[src/rtl/cpu_defs_pkg.sv]
// Shared CPU definitions: datapath widths, divider state encoding and
// the common enable/disable encodings.
package cpu_defs_pkg;

  localparam int unsigned DATA_W    = 32;
  localparam int unsigned REG_BUS_W = DATA_W;
  localparam int unsigned WORK_W    = 2 * DATA_W;
  localparam int unsigned CNT_W     = $clog2(DATA_W);

  typedef logic [REG_BUS_W-1:0] reg_bus_t;

  localparam logic ENABLE  = 1'b1;
  localparam logic DISABLE = 1'b0;

  localparam reg_bus_t DIV_ZERO_QUOT = 32'hFFFF_FFFF;

  localparam logic [CNT_W-1:0] DIV_CNT_LAST = CNT_W'(DATA_W - 1);

  typedef enum logic [1:0] {
    DIV_IDLE = 2'd0,
    DIV_BUSY = 2'd1,
    DIV_DONE = 2'd2
  } div_state_e;

endpackage

[src/rtl/mdu_div_step.sv]
// One restoring division iteration on the {remainder, quotient} working
// register: shift, trial-subtract the divisor, shift in the quotient bit.
module mdu_div_step
  import cpu_defs_pkg::*;
(
  input  logic [WORK_W-1:0] work_i,
  input  logic [DATA_W-1:0] divisor_i,
  output logic [WORK_W-1:0] work_o
);

  // Upper 33 bits after the shift; the extra bit keeps the trial exact.
  logic [DATA_W:0] trial;

  always_comb begin
    trial  = work_i[WORK_W-1:DATA_W-1] - {1'b0, divisor_i};
    work_o = {work_i[WORK_W-2:0], 1'b0};
    if (!trial[DATA_W]) begin
      work_o = {trial[DATA_W-1:0], work_i[DATA_W-2:0], 1'b1};
    end
  end

endmodule

[src/rtl/mdu_div.sv]
// Multi-cycle 32-bit DIV/DIVU unit: remainder to HI, quotient to LO,
// ready_o doubles as the HI/LO write enable.
module mdu_div
  import cpu_defs_pkg::*;
(
  input  logic              clk,
  input  logic              rst,
  input  logic              start_i,
  input  logic              annul_i,
  input  logic              signed_i,
  input  logic [DATA_W-1:0] opdata1_i,
  input  logic [DATA_W-1:0] opdata2_i,
  output logic [DATA_W-1:0] hi_o,
  output logic [DATA_W-1:0] lo_o,
  output logic              ready_o,
  output logic              busy_o
);

  div_state_e        state_q;
  logic [CNT_W-1:0]  cnt_q;
  logic [WORK_W-1:0] work_q;
  logic [WORK_W-1:0] work_d;
  reg_bus_t          divisor_q;
  logic              neg_quot_q;
  logic              neg_rem_q;
  reg_bus_t          hi_q;
  reg_bus_t          lo_q;
  logic              ready_q;

  reg_bus_t          abs_dividend;
  reg_bus_t          abs_divisor;
  reg_bus_t          quot_raw;
  reg_bus_t          rem_raw;
  logic              div_by_zero;

  mdu_div_step u_step (
    .work_i    (work_q),
    .divisor_i (divisor_q),
    .work_o    (work_d)
  );

  // Magnitudes as unsigned values, so |0x80000000| stays 0x80000000.
  always_comb begin
    abs_dividend = (signed_i && opdata1_i[DATA_W-1]) ? -opdata1_i : opdata1_i;
    abs_divisor  = (signed_i && opdata2_i[DATA_W-1]) ? -opdata2_i : opdata2_i;
    div_by_zero  = (opdata2_i == '0);
    quot_raw     = work_d[DATA_W-1:0];
    rem_raw      = work_d[WORK_W-1:DATA_W];
  end

  always_ff @(posedge clk or posedge rst) begin
    if (rst) begin
      state_q    <= DIV_IDLE;
      cnt_q      <= '0;
      work_q     <= '0;
      divisor_q  <= '0;
      neg_quot_q <= 1'b0;
      neg_rem_q  <= 1'b0;
      hi_q       <= '0;
      lo_q       <= '0;
      ready_q    <= DISABLE;
    end else begin
      case (state_q)
        DIV_IDLE: begin
          if (annul_i == ENABLE) begin
            state_q <= DIV_IDLE;
          end else if (start_i == ENABLE) begin
            if (div_by_zero) begin
              hi_q    <= opdata1_i;
              lo_q    <= DIV_ZERO_QUOT;
              ready_q <= ENABLE;
              state_q <= DIV_DONE;
            end else begin
              work_q     <= {{DATA_W{1'b0}}, abs_dividend};
              divisor_q  <= abs_divisor;
              neg_quot_q <= signed_i & (opdata1_i[DATA_W-1] ^ opdata2_i[DATA_W-1]);
              neg_rem_q  <= signed_i & opdata1_i[DATA_W-1];
              cnt_q      <= '0;
              state_q    <= DIV_BUSY;
            end
          end
        end

        DIV_BUSY: begin
          if (annul_i == ENABLE) begin
            state_q <= DIV_IDLE;
          end else begin
            work_q <= work_d;
            cnt_q  <= cnt_q + CNT_W'(1);
            // Last iteration: apply sign fix-up straight from the step output.
            if (cnt_q == DIV_CNT_LAST) begin
              lo_q    <= neg_quot_q ? -quot_raw : quot_raw;
              hi_q    <= neg_rem_q ? -rem_raw : rem_raw;
              ready_q <= ENABLE;
              state_q <= DIV_DONE;
            end
          end
        end

        DIV_DONE: begin
          if ((start_i == DISABLE) || (annul_i == ENABLE)) begin
            ready_q <= DISABLE;
            state_q <= DIV_IDLE;
          end
        end

        default: begin
          ready_q <= DISABLE;
          state_q <= DIV_IDLE;
        end
      endcase
    end
  end

  // Stall must rise in the start cycle itself, hence combinational.
  assign busy_o  = (state_q == DIV_BUSY) ||
                   ((state_q == DIV_IDLE) && start_i && !annul_i && !div_by_zero);
  assign hi_o    = hi_q;
  assign lo_o    = lo_q;
  assign ready_o = ready_q;

endmodule

[config.mk]
export PLATFORM = sky130hd
export DESIGN_NAME = mdu_div
export DESIGN_NICKNAME = d
export VERILOG_FILES = /design/src/rtl/cpu_defs_pkg.sv /design/src/rtl/mdu_div_step.sv /design/src/rtl/mdu_div.sv
export SDC_FILE = /design/constraint.sdc
export NUM_CORES = 1
export LEC_CHECK = 0
export ABC_CLOCK_PERIOD_IN_PS = 17300
export CAP_MARGIN = 20
export CORE_UTILIZATION = 36
export CTS_CLUSTER_SIZE = 40
export DETAILED_ROUTE_END_ITERATION = 16
export GPL_TIMING_DRIVEN = 0
export PLACE_DENSITY = 0.67
export RECOVER_POWER = 25
export SYNTH_ARGS = -nofsm -noshare
export SYNTH_HDL_FRONTEND = slang
export SYNTH_SLANG_ARGS = --single-unit
[constraint.sdc]
create_clock -name clk -period 17.3 [get_ports clk]
set_input_delay 4.325 -clock clk [delete_from_list [all_inputs] [get_ports clk]]
set_output_delay 4.325 -clock clk [all_outputs]
set_load 0.01 [all_outputs]
# Yosys cells after proc, flatten, opt, wreduce, memory -nomap -nowiden
# Index checks and enable logic that the tools add are counted.
dict set report totals {
  reg_bits 170
  out_inout_bits 66
}
dict set report op_classes {
  n_addsub 6
  n_eq_ne 12
  muxes 41
  bitwise_logic 6
  n_reduce_logical 17
}
# operator n
set ops {}
lappend ops {{$mux W32} 14}
lappend ops {{$mux W64} 5}
lappend ops {{$neg A32 Y32} 4}
lappend ops {{$pmux W32 S2} 2}
lappend ops {{$pmux W64 S2} 1}
lappend ops {{$sub A33 B32 Y33} 1}
lappend ops {{$logic_not A32 Y1} 1}
lappend ops {{$mux W5} 4}
lappend ops {{$ne A2 B2 Y1 const B} 7}
lappend ops {{$mux W2} 6}
lappend ops {{$reduce_and A6 Y1} 2}
lappend ops {{$pmux W5 S2} 1}
lappend ops {{$mux W1} 6}
lappend ops {{$ne A3 B3 Y1 const B} 2}
lappend ops {{$pmux W2 S3} 1}
lappend ops {{$add A5 B1 Y5 const B} 1}
lappend ops {{$eq A5 B5 Y1 const B} 1}
lappend ops {{$logic_and A1 B1 Y1} 5}
lappend ops {{$reduce_and A5 Y1} 1}
lappend ops {{$reduce_and A4 Y1} 1}
lappend ops {{$not A1 Y1} 3}
lappend ops {{$pmux W1 S3} 1}
lappend ops {{$reduce_and A3 Y1} 1}
lappend ops {{$and A1 B1 Y1} 2}
lappend ops {{other kinds (7)} 9}

# Logic depth before layout (Yosys ltp)
# Gate-level depths: netlist of run 1.
dict set report logic_depth {
  ltp_word 7
  mapped_depth 25
  ltp_nobuf 21
}

# By module
# A second synthesis of run 1 with hierarchy kept.
dict set report hier_totals {
  cells_unflattened 1482
  hier_area_um2 12281.8
}
# module n_inst cells_each area_each_um2 seq_area_each_um2
set by_module_without_submodules {}
lappend by_module_without_submodules {mdu_div 1 1146 9690.5 4254.1}
lappend by_module_without_submodules {mdu_div_step 1 336 2591.2 0.0}

# Worst setup path after synthesis of run 1
# No wires, ideal clock.
dict set report synth_timing {
  path_kind {input to output}
  start {in opdata2_i[0]}
  end {out busy_o}
  arrival_time_ns 6.006
  slack_ns 6.969
  cell_stages 10
  cell_sequence {inv_1 ha_1 nand2_1 nor3_1 and2_1 nand3_1 nor3_1 a21oi_1 nand3_1 nand2_1}
}
dict set report synth_between {
  elab_chain_len 4
}
# item line_no
set synth_lines {}
lappend synth_lines {{start, declared} mdu_div.sv:12} ;# input logic [DATA_W-1:0] opdata2_i,
lappend synth_lines {{$logic_not A32 Y1} mdu_div.sv:46} ;# div_by_zero = (opdata2_i == '0);
lappend synth_lines {{$logic_not A1 Y1} mdu_div.sv:117} ;# ((state_q == DIV_IDLE) && start_i && !annul_i && !div_by_zero);
lappend synth_lines {{$logic_and A1 B1 Y1} mdu_div.sv:117}
lappend synth_lines {{$logic_or A1 B1 Y1} mdu_div.sv:116} ;# assign busy_o = (state_q == DIV_BUSY) ||
lappend synth_lines {{end, declared} mdu_div.sv:16} ;# output logic busy_o
# Every way passes these cells.

# Final worst setup path of run 1
# Ends and elaborated chain as after synthesis.

==> results of run 1 <==
[worst max-delay path by stage]
| stage | endpoint | slack [ns] | cells past startpoint |
|---|---|---|---|
| floorplan | busy_o | 6.97 | 10 |
| global placement | busy_o | 5.01 | 12 |
| CTS | busy_o | 4.96 | 12 |
| finish | busy_o | 4.90 | 12 |
| global route | lo_o[29] | 4.18 | 3 |
| detailed placement | busy_o | 4.97 | 12 |
[synth_stat cells (10+ instances only)]
library cell  count  share of area
xor2_1           72          0.052
xnor2_1          65          0.047
nand2_1         192          0.060
clkbuf_1         65          0.020
dfrtp_1         170           0.35
nand3_1          21         0.0087
a21oi_1         158          0.065
inv_1            60          0.019
buf_2            10         0.0041
mux2i_1          25          0.021
a21o_1           21          0.013
nor2_1          154          0.048
and2_1           10         0.0052
nand4_1          10         0.0052
nor3_1           31          0.013
ha_1             38          0.039
or3_1            20          0.010
a211oi_1         16         0.0099
o21ai_0         163          0.067
o41ai_1          11         0.0080
o31ai_1          21          0.013
a31oi_1          21          0.011
nor4_1           16         0.0083
nand2b_1         11         0.0057
[power groups by stage]
stage | registers [uW] | logic (uW) | clock network (uW)
finish | 477 | 396 | 400
global route | 482 | 441 | 420
CTS | 475 | 394 | 401
detailed placement | 483 | 390 | 0
global placement | 482 | 383 | 0
floorplan | 475 | 271 | 0
[cells by family after synthesis]
| group | count (synthesis) | synth area share |
|---|---|---|
| xor gates and xnor gates | 137 | 0.0992 |
| AOI/OAI and AO/OA | 490 | 0.245 |
| buffers and inverters | 143 | 0.0476 |
| DFF | 170 | 0.352 |
| adders and majority gates | 39 | 0.0409 |
| muxes | 31 | 0.0272 |
| and+or+nand+nor | 505 | 0.189 |
[area by class of cell]
cell class                 count  area (um2)  area share
inverter                      62         234      0.0160
sequential                   170        4250       0.291
timing repair buffer         136        1350      0.0923
tap                          442         553      0.0378
clock buffer                  18         439      0.0300
multi-input combinational   1202        7270       0.497
clock inverter                14         173      0.0118
buffer                        81         343      0.0235
[flip-flops by register name (all words and copies together) (netlist names)]
signal      flops
work_q         64
divisor_q      32
hi_o           32
lo_o           32
cnt_q           5
state_q         2
neg_quot_q      1
neg_rem_q       1
ready_o         1
[through the flow]
stage	hold slack (ns)	util
CTS	0.497	0.447
global placement	0.472	0.427
detailed placement	0.478	0.428
finish	0.492	0.446
global route	0.521	0.446
floorplan	0.456	-
[layer usage]
metal	global-route usage	part of all wire
met5	0	0
met4	0.0866	0.027
met3	0.0279	0.065
met2	0.387	0.47
met1	0.302	0.44
[critical path: stages]
cell             delay, ns
clkdlybuf4s50_1       0.42
inv_1                 0.20
ha_1                  0.21
nand2_1               0.07
nor3_1                0.43
and2_1                0.29
nand3_1               0.16
nor3_1                0.81
a21oi_1               0.22
nand3_1               0.26
nand2_1               0.15
clkdlybuf4s50_1       0.53
==> flow_summary.json, run 1 <==
{
  "status": "finished, violations left",
  "violations": "max-capacitance violations, max-slew violations",
  "grt.total_usage": 0.231,
  "synth_seq_area_share": 0.352,
  "synthFlopType": "dfrtp_1",
  "layout_commonest_cell": "nand2_1",
  "power_frac_clock": 0.314,
  "globalplace.congestion": 0.887,
  "placed_cells": 2093,
  "avgSynthCellArea_um2": 7.99,
  "design_power_total_uw": 1270,
  "cts_buffer_depth": 2,
  "max_freq_mhz": 80.6,
  "setup_viol": 0,
  "fin_crit_sh": 0.717,
  "whs_path_depth": 2,
  "cts.repair.resized": 0,
  "drive_gt1_frac": 0.0446,
  "synth_area_um2": 12100,
  "grt_pass1_wl_um": 61300,
  "path_clk_slew_ns": 0.07,
  "drt-total-wl_um": 38900,
  "cp-end-kind": "output port",
  "r2r_end": "hi_o[28]",
  "reg2reg_depth": 25,
  "area_growth_pct": 20.8,
  "dp_slack_ns": 4.97,
  "comb_power_share": 0.311,
  "fp-row-count": 66,
  "p_leak_uw": 0.00601,
  "root_buffer": "clkbuf_16",
  "ys.warnings.count": 0,
  "dpl.hpwl_um": 30500,
  "drc": 0,
  "vias": 11800,
  "antenna_found_initial": 0,
  "rsz0062_at_grt": "no",
  "max_slew_margin": -2.86,
  "synthArstFlopShare": 1.00,
  "peakVddDrop_uv": 83.6,
  "hold_path_end": "hi_o[0]",
  "die_y_um": 185,
  "crit_type": "in2out",
  "cts_buffers": 17,
  "cts_setup_buffers": 0,
  "holdBufCountCts": 0,
  "start_util": 0.369,
  "max_cap_violations": 2,
  "fp.dieW_um": 185,
  "dieArea_um2": 34300,
  "holdCritPathClass": "reg2reg",
  "cts_sinks": 170,
  "worstPathRequired_ns": 12.98,
  "dr.pass1.iters": 5,
  "placedInstanceArea_um2": 14000,
  "grt_pass1_vias": 11300,
  "num_io_pins": 135,
  "antenna_cells": 0,
  "nNetsFinal": 1778,
  "port_buffers": 134,
  "wl_per_cell_um": 18.3,
  "synth-edff-count": 0,
  "crit_fanout": 5,
  "final_cells": 2125,
  "power.switching_uw": 472,
  "fin_skew_ns": 0.0179,
  "fin_area_um2": 14600,
  "fin_crit_ns": 12.40,
  "worstMarginPinSlew_ns": 5.79,
  "final_cell_mix": "nand2_1, dfrtp_1, o21ai_0, a21oi_1, nor2_1",
  "crit_start": "opdata2_i[0]",
  "worst_skew_pair.late_latency_ns": 0.45,
  "hp-start": "hi_o[0]",
  "finalHoldViolCount": 0,
  "reg2reg_from": "work_q[31]",
  "slew_viol_final": 173,
  "fill_cells": 3279,
  "critical_path.startpoint_type": "primary input",
  "grt_start_max_net_pins": 107,
  "cts_tree": "done",
  "vias_per_cell": 5.54,
  "antenna_left": 0,
  "power_frac_seq": 0.374,
  "synthDistinctLibCells": 77,
  "cts-htree-levels": 4,
  "setup_slack_ns": 4.90,
  "cellInternalPower_uw": 801,
  "overflow": 0,
  "core-area_um2": 32800,
  "crit_arrival_ns": 8.08,
  "power_density_nw_per_um2": 87.1,
  "sw_frac_of_total": 0.371,
  "drtIter0Drc": 1008,
  "r2r_slack_ns": 10.36,
  "synth_nets": 1623,
  "finalSetupTns_ns": 0,
  "postSynthCellCount": 1515,
  "synth_seq_cells": 170
}
(Power assumes the default switching activity.)
==> inputs of run 2 (changes only) <==
Settings changed: ABC_CLOCK_PERIOD_IN_PS 17300 to 10000, PLACE_DENSITY 0.67 to 0.69.
Clock period 17.3 ns to 10 ns, I/O delays scaled along.
==> flow_summary.json, run 2 (same netlist as run 1, synthesis figures left out) <==
{
  "status": "finished, violations left",
  "violations": "max-capacitance violations, max-slew violations",
  "cp-end-kind": "output port",
  "finalSetupTns_ns": 0,
  "worstMarginPinSlew_ns": 3.11,
  "antenna_found_initial": 0,
  "holdBufCountCts": 0,
  "placed_cells": 2092,
  "nNetsFinal": 1777,
  "fill_cells": 3224,
  "max_slew_margin": -1.08,
  "drc": 0,
  "dr.pass1.iters": 5,
  "reg2reg_from": "work_q[31]",
  "vias": 11800,
  "max_freq_mhz": 113,
  "p_leak_uw": 0.00601,
  "root_buffer": "clkbuf_16",
  "endpoint": "busy_o",
  "wl_per_cell_um": 18.1,
  "core-area_um2": 32800,
  "comb_power_share": 0.310,
  "cts_buffer_depth": 2,
  "max_cap_violations": 2,
  "path_clk_slew_ns": 0.07,
  "final_cells": 2124,
  "cts_sinks": 170,
  "setup_viol": 0,
  "antenna_cells": 0,
  "fin_skew_ns": 0.0110,
  "grt_start_max_net_pins": 101,
  "final_util": 0.446,
  "whs_path_depth": 2,
  "final_cell_mix": "nand2_1, dfrtp_1, o21ai_0, a21oi_1, nor2_1",
  "crit_start": "opdata2_i[0]",
  "area_growth_pct": 20.7,
  "critical_path.startpoint_type": "primary input",
  "fp.dieW_um": 185,
  "cellInternalPower_uw": 1400,
  "vias_per_cell": 5.55,
  "start_util": 0.369,
  "drive_gt1_frac": 0.0446,
  "r2r_end": "hi_o[28]",
  "power_density_nw_per_um2": 151,
  "fin_crit_ns": 8.82,
  "drt-total-wl_um": 38500,
  "layout_commonest_cell": "nand2_1",
  "r2r_slack_ns": 3.06,
  "cts_setup_buffers": 0,
  "crit_arrival_ns": 6.32,
  "largest_reg_flops": 64,
  "dieArea_um2": 34300,
  "slew_viol_final": 173,
  "whs_ns": 0.496,
  "finalHoldViolCount": 0,
  "cts_tree": "done",
  "worst_skew_pair.late_latency_ns": 0.44,
  "grt_pass1_wl_um": 60000,
  "globalplace.congestion": 0.914,
  "num_io_pins": 135,
  "seq_area_um2": 4250,
  "fin_crit_sh": 0.882,
  "drtIter0Drc": 893,
  "reg2reg_depth": 25,
  "rsz0062_at_grt": "no",
  "peakVddDrop_uv": 139,
  "fp-row-count": 66,
  "dpl.hpwl_um": 30400,
  "worstPathRequired_ns": 7.50,
  "port_buffers": 134,
  "crit_type": "in2out",
  "cts_buffers": 17,
  "multiInputGateArea_um2": 7270,
  "sw_frac_of_total": 0.365,
  "grt.total_usage": 0.227,
  "die_y_um": 185,
  "overflow": 0,
  "cts-htree-levels": 4,
  "grt_pass1_vias": 11100,
  "holdCritPathClass": "reg2reg",
  "largest-register": "work_q",
  "design_power_total_uw": 2200,
  "power_frac_clock": 0.316,
  "power.switching_uw": 804,
  "cts.repair.resized": 0,
  "antenna_left": 0,
  "crit_fanout": 5,
  "power_frac_seq": 0.375
}
==> run 2: worst min path at each step <==
| stage | from | endpoint |
|---|---|---|
| 5_1_grt | hi_o[0] | hi_o[0] |
| 6_report | hi_o[0] | hi_o[0] |
| 3_5_place_dp | hi_o[0] | hi_o[0] |
| 3_3_place_gp | hi_o[0] | hi_o[0] |
| 4_1_cts | hi_o[0] | hi_o[0] |
| 2_1_floorplan | divisor_q[0] | divisor_q[0] |
==> run 2: per-stage QoR <==
stage               worst slack [ns]  cell area (um2)
global placement               0.618            14000
CTS                             1.32            14600
global route                    1.05            14600
finish                          1.18            14600
detailed placement              1.32            14000
floorplan                       2.90            12100
==> run 2: final cells by class <==
class,instances,share of cell area
buffer,81,0.0235
clock inverter,14,0.0122
tap,442,0.0379
sequential,170,0.291
inverter,62,0.0160
clock buffer,18,0.0294
multi-input combinational,1202,0.498
timing repair buffer,135,0.0922
==> run 2: per-layer routing <==
layer  routed length, um  track usage
met5                   0            0
met1               16900        0.295
met4                1240       0.0906
met3                2350       0.0297
met2               18000        0.378
==> run 2: worst max-delay path, stage by stage <==
cell	delay, ns
clkdlybuf4s50_1	0.42
inv_1	0.19
ha_1	0.21
nand2_1	0.07
nor3_1	0.43
and2_1	0.30
nand3_1	0.15
nor3_1	0.83
a21oi_1	0.22
nand3_1	0.28
nand2_1	0.17
clkdlybuf4s50_1	0.54
==> run 2: power by group through the flow <==
| stage | clock network, uW | logic, uW | registers (uW) |
|---|---|---|---|
| finish | 696 | 682 | 826 |
| global route | 726 | 756 | 834 |
| CTS | 700 | 678 | 824 |
| detailed placement | 0 | 673 | 836 |
| global placement | 0 | 660 | 834 |
| floorplan | 0 | 469 | 822 |
==> inputs of run 3 (changes only) <==
Settings changed: CAP_MARGIN 20 to 10, CORE_UTILIZATION 36 to 50, PLACE_DENSITY 0.69 to 0.87.
==> flow_summary.json, run 3 (same netlist as run 1, synthesis figures left out) <==
{
  "p_leak_uw": 0.00604,
  "cts_setup_buffers": 0,
  "dpl.hpwl_um": 28800,
  "reg2reg_depth": 25,
  "area_growth_pct": 20.0,
  "peakVddDrop_uv": 95.3,
  "drc": 0,
  "grt.total_usage": 0.310,
  "wl_per_cell_um": 18.5,
  "dr.pass1.iters": 8,
  "cp-end-kind": "output port",
  "holdCritPathClass": "reg2reg",
  "vias_per_cell": 6.05,
  "fill_cells": 2024,
  "final_cell_mix": "nand2_1, dfrtp_1, o21ai_0, a21oi_1, nor2_1",
  "critical_path.startpoint_type": "primary input",
  "cts-htree-levels": 4,
  "cp_slowest_cell": "nor3_1",
  "r2r_slack_ns": 3.14,
  "drtIter0Drc": 1152,
  "finalSetupTns_ns": 0,
  "slew_viol_final": 83,
  "max_slew_margin": -1.51,
  "placed_cells": 1969,
  "cts.repair.resized": 0,
  "placedInstanceArea_um2": 13900,
  "globalplace.congestion": 0.948,
  "fin_crit_sh": 0.878,
  "r2r_end": "hi_o[28]",
  "crit_type": "in2out",
  "whs_path_depth": 2,
  "worstPathRequired_ns": 7.50,
  "crit_fanout": 5,
  "drt-total-wl_um": 37000,
  "violations": "max-capacitance violations, max-slew violations",
  "grt_pass1_vias": 11800,
  "dp_slack_ns": 1.41,
  "crit_arrival_ns": 6.28,
  "num_io_pins": 135,
  "dieArea_um2": 24800,
  "largest-register": "work_q",
  "fin_crit_ns": 8.78,
  "setup_slack_ns": 1.22,
  "finalHoldViolCount": 0,
  "setup_viol": 0,
  "fp.dieW_um": 158,
  "grt_pass1_wl_um": 59700,
  "holdBufCountCts": 0,
  "hold_path_end": "hi_o[0]",
  "path_clk_slew_ns": 0.07,
  "status": "finished, violations left",
  "fp-row-count": 56,
  "root_buffer": "clkbuf_16",
  "drive_gt1_frac": 0.0452,
  "port_buffers": 134,
  "core-area_um2": 23600,
  "vias": 12100,
  "nNetsFinal": 1777,
  "power_density_nw_per_um2": 155,
  "worst_skew_pair.late_latency_ns": 0.44,
  "final_cells": 2001,
  "fin_skew_ns": 0.00876,
  "cts_buffers": 17,
  "cts_buffer_depth": 2,
  "start_util": 0.512,
  "rsz0062_at_grt": "no",
  "max_freq_mhz": 114,
  "antenna_found_initial": 0,
  "grt_start_max_net_pins": 89,
  "reg2reg_from": "work_q[31]",
  "hp-start": "hi_o[0]",
  "largest_reg_flops": 64,
  "layout_commonest_cell": "nand2_1",
  "antenna_cells": 0,
  "worstMarginPinSlew_ns": 3.74,
  "cts_tree": "done",
  "cts_sinks": 170,
  "antenna_left": 0,
  "path_cells": "clkdlybuf4s50_1 -> inv_1 -> ha_1 -> nand2_1 -> nor3_1 -> and2_1 -> nand3_1 -> nor3_1 -> a21oi_1 -> nand3_1 -> nand2_1 -> clkdlybuf4s50_1",
  "fin_area_um2": 14500,
  "die_y_um": 158,
  "overflow": 0,
  "slowest_delay_ns": 0.85,
  "max_cap_violations": 1
}
run 3: changes by cell type in the layout (fill, tap and decap cells not counted):
cell and change:
bufinv_16 +2, clkinv_8 -1, clkinv_4 +1, buf_16 +1, inv_8 -2, clkbuf_8 +1, clkbuf_1 -1, clkbuf_2 -1
run 3: area by class of cell:
class | instances | area, um2 | area share
multi-input combinational | 1202 | 7270 | 0.501
sequential | 170 | 4250 | 0.293
clock buffer | 18 | 439 | 0.0303
timing repair buffer | 135 | 1370 | 0.0943
inverter | 62 | 234 | 0.0161
clock inverter | 14 | 208 | 0.0143
buffer | 81 | 343 | 0.0236
tap | 319 | 399 | 0.0275
run 3: per-layer routing:
| metal | up-vias | share of wire | global-route usage |
|---|---|---|---|
| li1 | 5687 | - | - |
| met2 | 649 | 0.47 | 0.523 |
| met5 | - | 0 | 0 |
| met1 | 5646 | 0.40 | 0.383 |
| met3 | 126 | 0.082 | 0.0496 |
| met4 | 0 | 0.045 | 0.155 |
run 3: how the worst max path moves through the flow:
stage,from,endpoint,slack (ns),depth (start not counted)
floorplan,rst,cnt_q[0],2.90,1
global placement,rst,divisor_q[29],0.85,2
detailed placement,opdata2_i[0],busy_o,1.41,12
CTS,opdata2_i[0],busy_o,1.40,12
global route,opdata2_i[0],busy_o,0.98,12
finish,opdata2_i[0],busy_o,1.22,12
run 3: metrics by stage:
step	utilization	power, uW	hold slack [ns]
2_1_floorplan	-	1290	0.456
3_3_place_gp	0.586	1480	0.475
3_5_place_dp	0.588	1500	0.481
4_1_cts	0.615	2230	0.497
5_1_grt	0.615	2360	0.515
6_report	0.615	2250	0.492
run 3: power by group:
group | switching (uW) | leakage (uW) | internal [uW]
logic | 422 | 0.00356 | 262
clock network | 305 | 0.000316 | 432
registers | 66.2 | 0.00216 | 759
run 3: critical path: cells and delay by family:
| kind | cells | cell delay [ns] |
|---|---|---|
| AOI/OAI and AO/OA | 1 | 0.24 |
| adders and majority gates | 1 | 0.20 |
| buffers and inverters | 3 | 1.11 |
| and+or+nand+nor | 7 | 2.23 |
